### src/rtl/spi_byte_tx.sv
// Write-only SPI master, mode 0 (sclk idles low, receiver samples on rising
// edges), MSB first. It accepts one byte per handshake and shifts it out on
// sclk/sdo. Chip select lives outside this block (cs_n = ~en).
//
// Handshake: rdy=1 means the block is idle and can take a byte. In IDLE, a
// posedge with en=1 captures data and drops rdy on that same edge. en and
// data are ignored for the rest of the transfer. After the last bit, rdy goes
// high for one DONE cycle, and en is not sampled there. That cycle gives the
// producer time to present the next byte before the next IDLE capture.
//
// Debug: the FSM register (state) and the bit pointer (idx) are plain named
// signals so a bench can probe them hierarchically.

module spi_byte_tx #(
  parameter int N     = 4,  // clk cycles per sclk half-period, >= 1
  parameter int WIDTH = 8   // bits per transfer
) (
  input  logic             clk,
  input  logic             rst,
  input  logic             en,
  input  logic [WIDTH-1:0] data,
  output logic             rdy,
  output logic             sclk,
  output logic             sdo
);

  // The half-period counter counts 0..N-1. The extra bit keeps N=1 legal.
  localparam int CW = $clog2(N) + 1;
  localparam logic [CW-1:0] CNT_MAX = CW'(N - 1);

  // The bit pointer must be able to address every bit of the shift register.
  localparam int IW = (WIDTH > 1) ? $clog2(WIDTH) : 1;
  localparam logic [IW-1:0] IDX_TOP = IW'(WIDTH - 1);

  localparam logic [1:0] IDLE = 2'd0;
  localparam logic [1:0] LOW  = 2'd1;
  localparam logic [1:0] HIGH = 2'd2;
  localparam logic [1:0] DONE = 2'd3;

  logic [1:0]       state;
  logic [IW-1:0]    idx;
  logic [CW-1:0]    cnt;
  logic [WIDTH-1:0] shreg;

  // A phase ends when the counter has spent N cycles in it.
  logic phase_end;
  assign phase_end = (cnt == CNT_MAX);

  // Sequencer: it owns the state, the counters and every output register.
  // sdo only changes when sclk falls, or on the accepting edge while sclk is
  // already low, so each bit is stable around its rising edge.
  always_ff @(posedge clk) begin
    if (rst) begin
      state <= IDLE;
      rdy   <= 1'b1;
      sclk  <= 1'b0;
      sdo   <= 1'b0;
      cnt   <= '0;
      idx   <= '0;
      shreg <= '0;
    end else begin
      case (state)
        IDLE: begin
          cnt  <= '0;
          sclk <= 1'b0;
          if (en) begin
            shreg <= data;
            idx   <= IDX_TOP;
            sdo   <= data[WIDTH-1];
            rdy   <= 1'b0;
            state <= LOW;
          end else begin
            sdo <= 1'b0;
            rdy <= 1'b1;
          end
        end

        LOW: begin
          if (phase_end) begin
            cnt   <= '0;
            sclk  <= 1'b1;
            state <= HIGH;
          end else begin
            cnt <= cnt + 1'b1;
          end
        end

        HIGH: begin
          if (phase_end) begin
            cnt  <= '0;
            sclk <= 1'b0;
            if (idx != '0) begin
              idx   <= idx - 1'b1;
              sdo   <= shreg[idx - 1'b1];
              state <= LOW;
            end else begin
              sdo   <= 1'b0;
              rdy   <= 1'b1;
              state <= DONE;
            end
          end else begin
            cnt <= cnt + 1'b1;
          end
        end

        DONE: begin
          // This cycle is spent deliberately with rdy high and en ignored.
          cnt   <= '0;
          state <= IDLE;
        end

        default: begin
          state <= IDLE;
          rdy   <= 1'b1;
          sclk  <= 1'b0;
          sdo   <= 1'b0;
          cnt   <= '0;
        end
      endcase
    end
  end

endmodule

### config.mk
export PLATFORM = sky130hd
export DESIGN_NAME = spi_byte_tx
export DESIGN_NICKNAME = d
export VERILOG_FILES = /design/src/rtl/spi_byte_tx.sv
export SDC_FILE = /design/constraint.sdc
export NUM_CORES = 1
export LEC_CHECK = 0
export CAP_MARGIN = 20
export CELL_PAD_IN_SITES_DETAIL_PLACEMENT = 1
export CELL_PAD_IN_SITES_GLOBAL_PLACEMENT = 1
export CORE_MARGIN = 3
export CORE_UTILIZATION = 30
export DETAILED_ROUTE_END_ITERATION = 12
export GPL_ROUTABILITY_DRIVEN = 0
export PLACE_DENSITY = 0.68
export SYNTH_ARGS = -nofsm -noshare
export SYNTH_HDL_FRONTEND = slang
export SYNTH_SLANG_ARGS = --single-unit
### constraint.sdc
create_clock -name clk -period 1.8 [get_ports clk]
set_input_delay 0.27 -clock clk [delete_from_list [all_inputs] [get_ports clk]]
set_output_delay 0.27 -clock clk [all_outputs]
set_load 0.05 [all_outputs]
==> key figures, run 1 <==
Run status
  • Result of the run: finished, final reports clean

Setup path
  • Max FO, Critical Path: 3
  • Data arrival time at the worst-slack endpoint: 2.00 ns
  • Startpoint of the most critical setup path: idx[0]
  • Kind of start point of the critical path: flop
  • Crit path required time: 2.02 ns
  • Worst Setup Path Type: flop to flop
  • Beginning of the worst register-to-register path: idx[0]
  • Crit. End Element: flop

Timing
  • Normalized max-slew margin: 0.667
  • Post-route setup TNS: 0 ns
  • Worst clock skew: 0.00698 ns
  • Pin slew with the least headroom to its limit: 0.497 ns
  • Max-slew violation count: 0
  • Final worst path period need: 1.78 ns
  • Ratio of final minimum period to clock period: 0.987
  • Setup repair after global routing missed its margin: yes
  • Maximum clock frequency: 563 MHz
  • Number of setup violations in the final report: 0
  • Number of endpoints with negative hold slack in the final report: 0
  • Setup WS post-layout: 0.0237 ns

Final layout
  • Filler-free cell count of the finished design: 169
  • Antenna Cells: 0
  • Final cell utilization of the core: 0.435
  • Share of layout cells above drive strength 1: 0.213
  • NumNets Final: 149
  • Synth-to-layout area growth: 32.4%
  • Fill count: 356

Drt
  • Vias after detailed routing: 804
  • 1st-pass router iterations: 4
  • Detailed-route wire length per cell: 13.1 um
  • 1st-iter DRT viols: 17
  • Total detailed-routing wirelength: 2210 um
  • DR vias/cell: 4.76
  • Residual DRC: 0
  • Antenna viol nets, final: 0

Global routing
  • Global-route wire length before repair: 3660 um
  • Remaining global-route overflow: 0
  • Tot GR Track Use: 0.120
  • Pin count of the biggest net entering global routing: 17
  • Initial antenna violation count: 0
  • Number of global-route vias before repair: 812

Synthesis
  • Netlist area before placement: 953 um2
  • Post-synthesis sequential area ratio: 0.399
  • Proportion of register bits with asynchronous set or reset after synthesis: 0
  • Number of synthesis warnings: 0
  • Yosys cell types: 24
  • Nets in the synthesized netlist: 124
  • EDFF count, synth: 0
  • Flip-flop cell with the highest count after synthesis: sky130_fd_sc_hd__dfxtp_1
  • Count of state elements after synthesis: 19
  • Post-synthesis area per instance: 9.26 um2
  • Post-synthesis cell count: 103

CTS
  • Clock tree from TritonCTS: yes
  • Level count of the clock H-tree: 1
  • Master cell of the clock root buffer: sky130_fd_sc_hd__clkbuf_4
  • Worst-case clock buffer depth: 2
  • Clock transition at the register clock pins on the worst setup and hold paths after CTS: 0.11 ns
  • TritonCTS Buffers: 3
  • Clock Sink Count: 19
  • Worst skew pair latency: 0.30 ns
  • Post-CTS Hold Buffers: 0

Hold path
  • Source of the worst hold timing path: cnt[0]
  • Worst min-delay path category: flop to flop

Place
  • Setup slack after placement: -0.102 ns
  • Final HPWL DP: 1690 um
  • Cell count after placement: 163
  • Number of port buffers: 13

Die
  • Count of boundary I/O pins: 14
  • Die Y-Extent: 62.4 um
  • Area of the core region: 2900 um2
  • Die Span X: 62.4 um
  • Total Die Area: 3890 um2
  • Cell Rows: 19
  • Initial Utilization: 0.329

Power and ir drop
  • Total power: 2.02 mW
  • Ratio of total power to cell area: 1600 nW/um2
  • Static leakage: 0.486 nW
  • IR Drop Worst-Case VDD: 0.608 mV

Flow run
  • Count of maximum capacitance violations: 0
## cells in the mapped netlist (all sizes together) (2+ instances only)
master   n  share of area
a211oi   4          0.031
a21oi   10          0.052
buf      2          0.024
clkbuf   2         0.0079
dfxtp   19           0.40
ha      10           0.13
inv      9          0.035
mux2i    2          0.021
mux4     2          0.055
nand2   10          0.039
nand2b   2          0.013
nand3   10          0.052
nor2     8          0.031
nor2b    2          0.013
nor3b    2          0.016
## final timing paths
path / slack (ns) / cells after the start / end
worst max-delay path: 0.02 / 7 / sdo
worst min-delay path: 0.43 / 1 / cnt[0]
worst max register to register: 0.02 / 7 / sdo
worst min register to register: 0.43 / 1 / cnt[0]
## where the power goes
group	switching (mW)	leakage, nW	total (mW)	internal [mW]
sequential	0.0737	0.157	0.623	0.550
combinational	0.597	0.312	1.18	0.582
clock	0.131	0.0177	0.213	0.0828
## layer usage
metal / GRT usage / wire (um) / part of all wire / vias up
li1: - / - / - / 408
met1: 0.154 / 1040 / 0.47 / 386
met2: 0.191 / 1080 / 0.49 / 8
met3: 0.0360 / 69 / 0.031 / 2
met4: 0.0413 / 16 / 0.0072 / 0
met5: 0 / 0 / 0 / -
## metrics by stage
stage                     hold WS [ns]  cell area, um2
after global placement           0.409            1190
final                            0.430            1260
after floorplan                  0.397             970
after CTS                        0.435            1240
after detailed placement         0.419            1190
after global routing             0.453            1260
## what timing repair did
item	4_1_cts	5_1_grt
pin swaps	0	1
gates resized for setup	5	4
hold endpoints to repair	0	0
buffers inserted	1	1
endpoints found under the setup margin	2	5
## cell usage in the layout (no fill, tap or decap), types with 3 or more instances in the layout
cell,n
sky130_fd_sc_hd__a211oi_1,3
sky130_fd_sc_hd__nor2_1,8
sky130_fd_sc_hd__inv_1,7
sky130_fd_sc_hd__ha_4,3
sky130_fd_sc_hd__nand2_1,10
sky130_fd_sc_hd__clkdlybuf4s50_1,13
sky130_fd_sc_hd__dfxtp_1,17
sky130_fd_sc_hd__ha_1,7
sky130_fd_sc_hd__nand3_1,10
sky130_fd_sc_hd__a21oi_1,10
sky130_fd_sc_hd__buf_4,11
sky130_fd_sc_hd__clkbuf_4,3
## sequential cells by signal (all words and copies together), names as in the netlist
signal	cells
cnt	3
idx	3
rdy	1
sclk	1
sdo	1
shreg	8
state	2
## cell type report
cell class                      instances  area (um2)  area share
Clock buffer                            3        22.5      0.0178
Clock inverter                          1        5.00     0.00396
Inverter                                9        33.8      0.0268
Multi-Input combinational cell         71         553       0.438
Sequential cell                        19         383       0.303
Tap cell                               42        52.6      0.0416
Timing Repair Buffer                   24         213       0.168
## worst max-delay path, stage by stage (launching register included)
cell and delay (ns):
sky130_fd_sc_hd__dfxtp_2 0.35, sky130_fd_sc_hd__inv_2 0.04, sky130_fd_sc_hd__ha_4 0.16, sky130_fd_sc_hd__ha_4 0.22
sky130_fd_sc_hd__mux4_2 0.33, sky130_fd_sc_hd__mux2i_1 0.06, sky130_fd_sc_hd__or3_1 0.32, sky130_fd_sc_hd__a221oi_2 0.22
## kinds of logic (layout without fill, tap and decap cells)
group	Yosys count	in the layout	share of synthesized area
adders and majority gates	10	10	0.131
muxes	4	4	0.0761
and+or+nand+nor	37	37	0.188
AOI/OAI and AO/OA	20	20	0.139
buffers and inverters	13	37	0.0669
DFF	19	19	0.399
Note: power is estimated with default switching activity, not from simulation.
==> inputs of run 2 (changes only) <==
--- a/config.mk
+++ b/config.mk
@@ -9,10 +9,11 @@
 export CELL_PAD_IN_SITES_DETAIL_PLACEMENT = 1
 export CELL_PAD_IN_SITES_GLOBAL_PLACEMENT = 1
 export CORE_MARGIN = 3
-export CORE_UTILIZATION = 30
+export CORE_UTILIZATION = 39
 export DETAILED_ROUTE_END_ITERATION = 12
 export GPL_ROUTABILITY_DRIVEN = 0
-export PLACE_DENSITY = 0.68
+export PLACE_DENSITY = 0.81
 export SYNTH_ARGS = -nofsm -noshare
 export SYNTH_HDL_FRONTEND = slang
 export SYNTH_SLANG_ARGS = --single-unit
+export TNS_END_PERCENT = 1
==> constraint.sdc (replaced) <==
create_clock -name clk -period 2.01 [get_ports clk]
set_input_delay 0.3015 -clock clk [delete_from_list [all_inputs] [get_ports clk]]
set_output_delay 0.3015 -clock clk [all_outputs]
set_load 0.05 [all_outputs]
==> run 2 against run 1 <==
Against the previous run:
- hold slack gained 0.026 ns
- clock-buffer cell count grew 1
- utilization increased by 7.8 points
- worst setup slack improved by 0.13 ns
- sequential share of layout area up 2.3 points
- critical path depth decreased by 2
- via count fell by 3.0%
- global-route usage rose by 2.9 points
- largest cell class unchanged
- clock power is 9.9% lower
- combinational power fell by 24%
- cell count down 12%
==> key figures, run 2 (synthesis gave the netlist of run 1 again) <==
Run status
  • Result of the run: finished, final reports clean

Die
  • Die Y-Extent: 55.4 um (-11%)
  • Initial Utilization: 0.419 (+0.0902)
  • Die Span X: 55.4 um (-11%)
  • Cell Rows: 17 (-2)
  • Count of boundary I/O pins: 14 (unchanged)
  • Total Die Area: 3070 um2 (-21%)
  • Area of the core region: 2280 um2 (-22%)

Setup path
  • Depth of the worst register-to-register path: 5 (-2)
  • Worst Setup Path Type: flop to flop
  • FF-to-FF End: idx[2]
  • Data arrival time at the worst-slack endpoint: 2.02 ns (+0.02 ns)
  • Slack of the worst reg-to-reg path: 0.15 ns (+0.13 ns)
  • Kind of start point of the critical path: flop
  • Crit path required time: 2.17 ns (+0.15 ns)
  • Max FO, Critical Path: 5 (+2)
  • Crit. End Element: flop
  • Startpoint of the most critical setup path: state[0]
  • Destination of the critical timing path: idx[2]
  • Beginning of the worst register-to-register path: state[0]

Drt
  • 1st-pass router iterations: 4 (unchanged)
  • Total detailed-routing wirelength: 2090 um (-5.7%)
  • Vias after detailed routing: 780 (-3.0%)
  • Detailed-route wire length per cell: 14.1 um (+7.6%)
  • Antenna viol nets, final: 0 (unchanged)
  • DR vias/cell: 5.27 (+11%)
  • Residual DRC: 0 (unchanged)
  • 1st-iter DRT viols: 12 (-5)

Place
  • Number of port buffers: 13 (unchanged)
  • Final HPWL DP: 1590 um (-5.9%)

Final layout
  • Antenna Cells: 0 (unchanged)
  • Synth-to-layout area growth: 22.4%
  • Flip-flop count of the largest register, all copies and words added: 8 (unchanged)
  • Share of layout cells above drive strength 1: 0.100 (-0.113)
  • Fill count: 265 (-26%)
  • Largest Register: shreg
  • NumNets Final: 142 (-4.7%)
  • Top library cells by usage in the layout, fill and taps aside: sky130_fd_sc_hd__dfxtp_1, sky130_fd_sc_hd__clkdlybuf4s50_1, sky130_fd_sc_hd__nand3_1, sky130_fd_sc_hd__nand2_1, sky130_fd_sc_hd__a21oi_1
  • Final cell utilization of the core: 0.513 (+0.0776)
  • Largest regs: shreg: 8 flops, cnt: 3 flops, idx: 3 flops
  • Most common cell after layout, fill and taps aside: sky130_fd_sc_hd__dfxtp_1

Flow run
  • Count of maximum capacitance violations: 0 (unchanged)

Power and ir drop
  • Static leakage: 0.454 nW (-6.5%)
  • Part of the total power dissipated in sequential elements: 0.337 (+0.028)
  • Switching pwr: 677 uW (-16%)
  • Ratio of total power to cell area: 1410 nW/um2 (-12%)
  • Clock network fraction of total power: 0.117 (+0.011)
  • Pint: 972 uW (-20%)
  • Comb pwr share: 0.547 (-0.038)
  • IR Drop Worst-Case VDD: 0.761 mV (+25%)
  • Switching portion of total power: 0.410 (+0.0129)

Global routing
  • Pin count of the biggest net entering global routing: 17 (unchanged)
  • Global routing usage on met1: 0.196 (+0.0423)
  • Initial antenna violation count: 0 (unchanged)
  • Global-route track usage on met2: 0.243 (+0.0524)
  • Tot GR Track Use: 0.148 (+0.0286)
  • Number of global-route vias before repair: 835 (+2.8%)
  • Global Route met3 Usage: 0.0304 (-0.00560)
  • Layer with the highest usage after global routing: met2
  • Global-route wire length before repair: 3720 um (+1.5%)
  • Remaining global-route overflow: 0 (unchanged)

CTS
  • Post-CTS Hold Buffers: 0 (unchanged)
  • Clock transition at the register clock pins on the worst setup and hold paths after CTS: 0.11 ns (about the same)
  • Clock tree from TritonCTS: yes
  • Level count of the clock H-tree: 1 (unchanged)
  • Worst-case clock buffer depth: 2 (unchanged)
  • Master cell of the clock root buffer: sky130_fd_sc_hd__clkbuf_4
  • Worst skew pair latency: 0.29 ns (about the same)
  • TritonCTS Buffers: 3 (unchanged)
  • Clock Sink Count: 19 (unchanged)

Timing
  • Post-route setup TNS: 0 ns (unchanged)
  • Pin slew with the least headroom to its limit: 0.537 ns (+0.0397 ns)
  • Worst clock skew: 0.00945 ns (+0.00248 ns)
  • Maximum clock frequency: 539 MHz (-4.3%)
  • Number of setup violations in the final report: 0 (unchanged)
  • Number of endpoints with negative hold slack in the final report: 0 (unchanged)
  • Max-slew violation count: 0 (unchanged)
  • Normalized max-slew margin: 0.639 (-0.0287)
  • Final worst path period need: 1.86 ns (+0.0799 ns)
  • Setup repair after global routing missed its margin: no
  • Ratio of final minimum period to clock period: 0.923 (-0.0634)

Hold path
  • Worst min-delay path category: flop to flop
==> run 2: timing repair <==
item | in CTS | in global routing
endpoints found under the setup margin | 0 | 4
resized for setup | 0 | 3
setup buffers | 0 | 0
==> run 2: worst min path at each step <==
stage / start / cells past startpoint / endpoint / slack, ns
floorplan: cnt[0] / 1 / cnt[0] / 0.40
global placement: cnt[0] / 1 / cnt[0] / 0.41
detailed placement: cnt[0] / 1 / cnt[0] / 0.44
CTS: cnt[0] / 1 / cnt[0] / 0.46
global route: shreg[3] / 2 / shreg[3] / 0.48
finish: cnt[0] / 1 / cnt[0] / 0.46
==> run 2: cell type report <==
| class | count | area (um2) | share of cell area |
|---|---|---|---|
| timing repair buffer | 17 | 160 | 0.137 |
| clock buffer | 4 | 26.3 | 0.0225 |
| tap | 28 | 35.0 | 0.0300 |
| inverter | 9 | 33.8 | 0.0289 |
| sequential | 19 | 380 | 0.326 |
| multi-input combinational | 71 | 532 | 0.456 |
==> run 2: stage by stage <==
| stage | hold WS, ns | power [mW] | cells | worst slack, ns | cell area (um2) |
|---|---|---|---|---|---|
| 2_1_floorplan | 0.397 | 1.15 | 103 | 0.130 | 953 |
| 3_3_place_gp | 0.407 | 1.35 | 144 | 0.165 | 1120 |
| 3_5_place_dp | 0.443 | 1.40 | 144 | 0.123 | 1120 |
| 4_1_cts | 0.459 | 1.59 | 148 | 0.108 | 1140 |
| 5_1_grt | 0.479 | 1.81 | 148 | 0.0441 | 1170 |
| 6_report | 0.456 | 1.65 | 148 | 0.154 | 1170 |
==> run 2: worst max-delay path: stages (launching register included) <==
cell and delay [ns]:
sky130_fd_sc_hd__dfxtp_1 0.41, sky130_fd_sc_hd__inv_1 0.12, sky130_fd_sc_hd__ha_1 0.28, sky130_fd_sc_hd__mux2i_1 0.24
sky130_fd_sc_hd__nor4_1 0.52, sky130_fd_sc_hd__a211oi_1 0.15
==> run 2: per-layer routing <==
metal | vias up | part of all wire
met3 | 2 | 0.025
met4 | 0 | 0.0081
met5 | - | 0
met2 | 8 | 0.49
met1 | 372 | 0.47
li1 | 398 | -
==> run 2: power by group through the flow <==
| stage | clock (mW) | combinational [mW] | sequential, mW |
|---|---|---|---|
| 6_report | 0.192 | 0.901 | 0.555 |
| 3_5_place_dp | 0 | 0.833 | 0.565 |
| 4_1_cts | 0.198 | 0.837 | 0.556 |
| 5_1_grt | 0.222 | 1.02 | 0.569 |
| 2_1_floorplan | 0 | 0.527 | 0.627 |
| 3_3_place_gp | 0 | 0.796 | 0.557 |
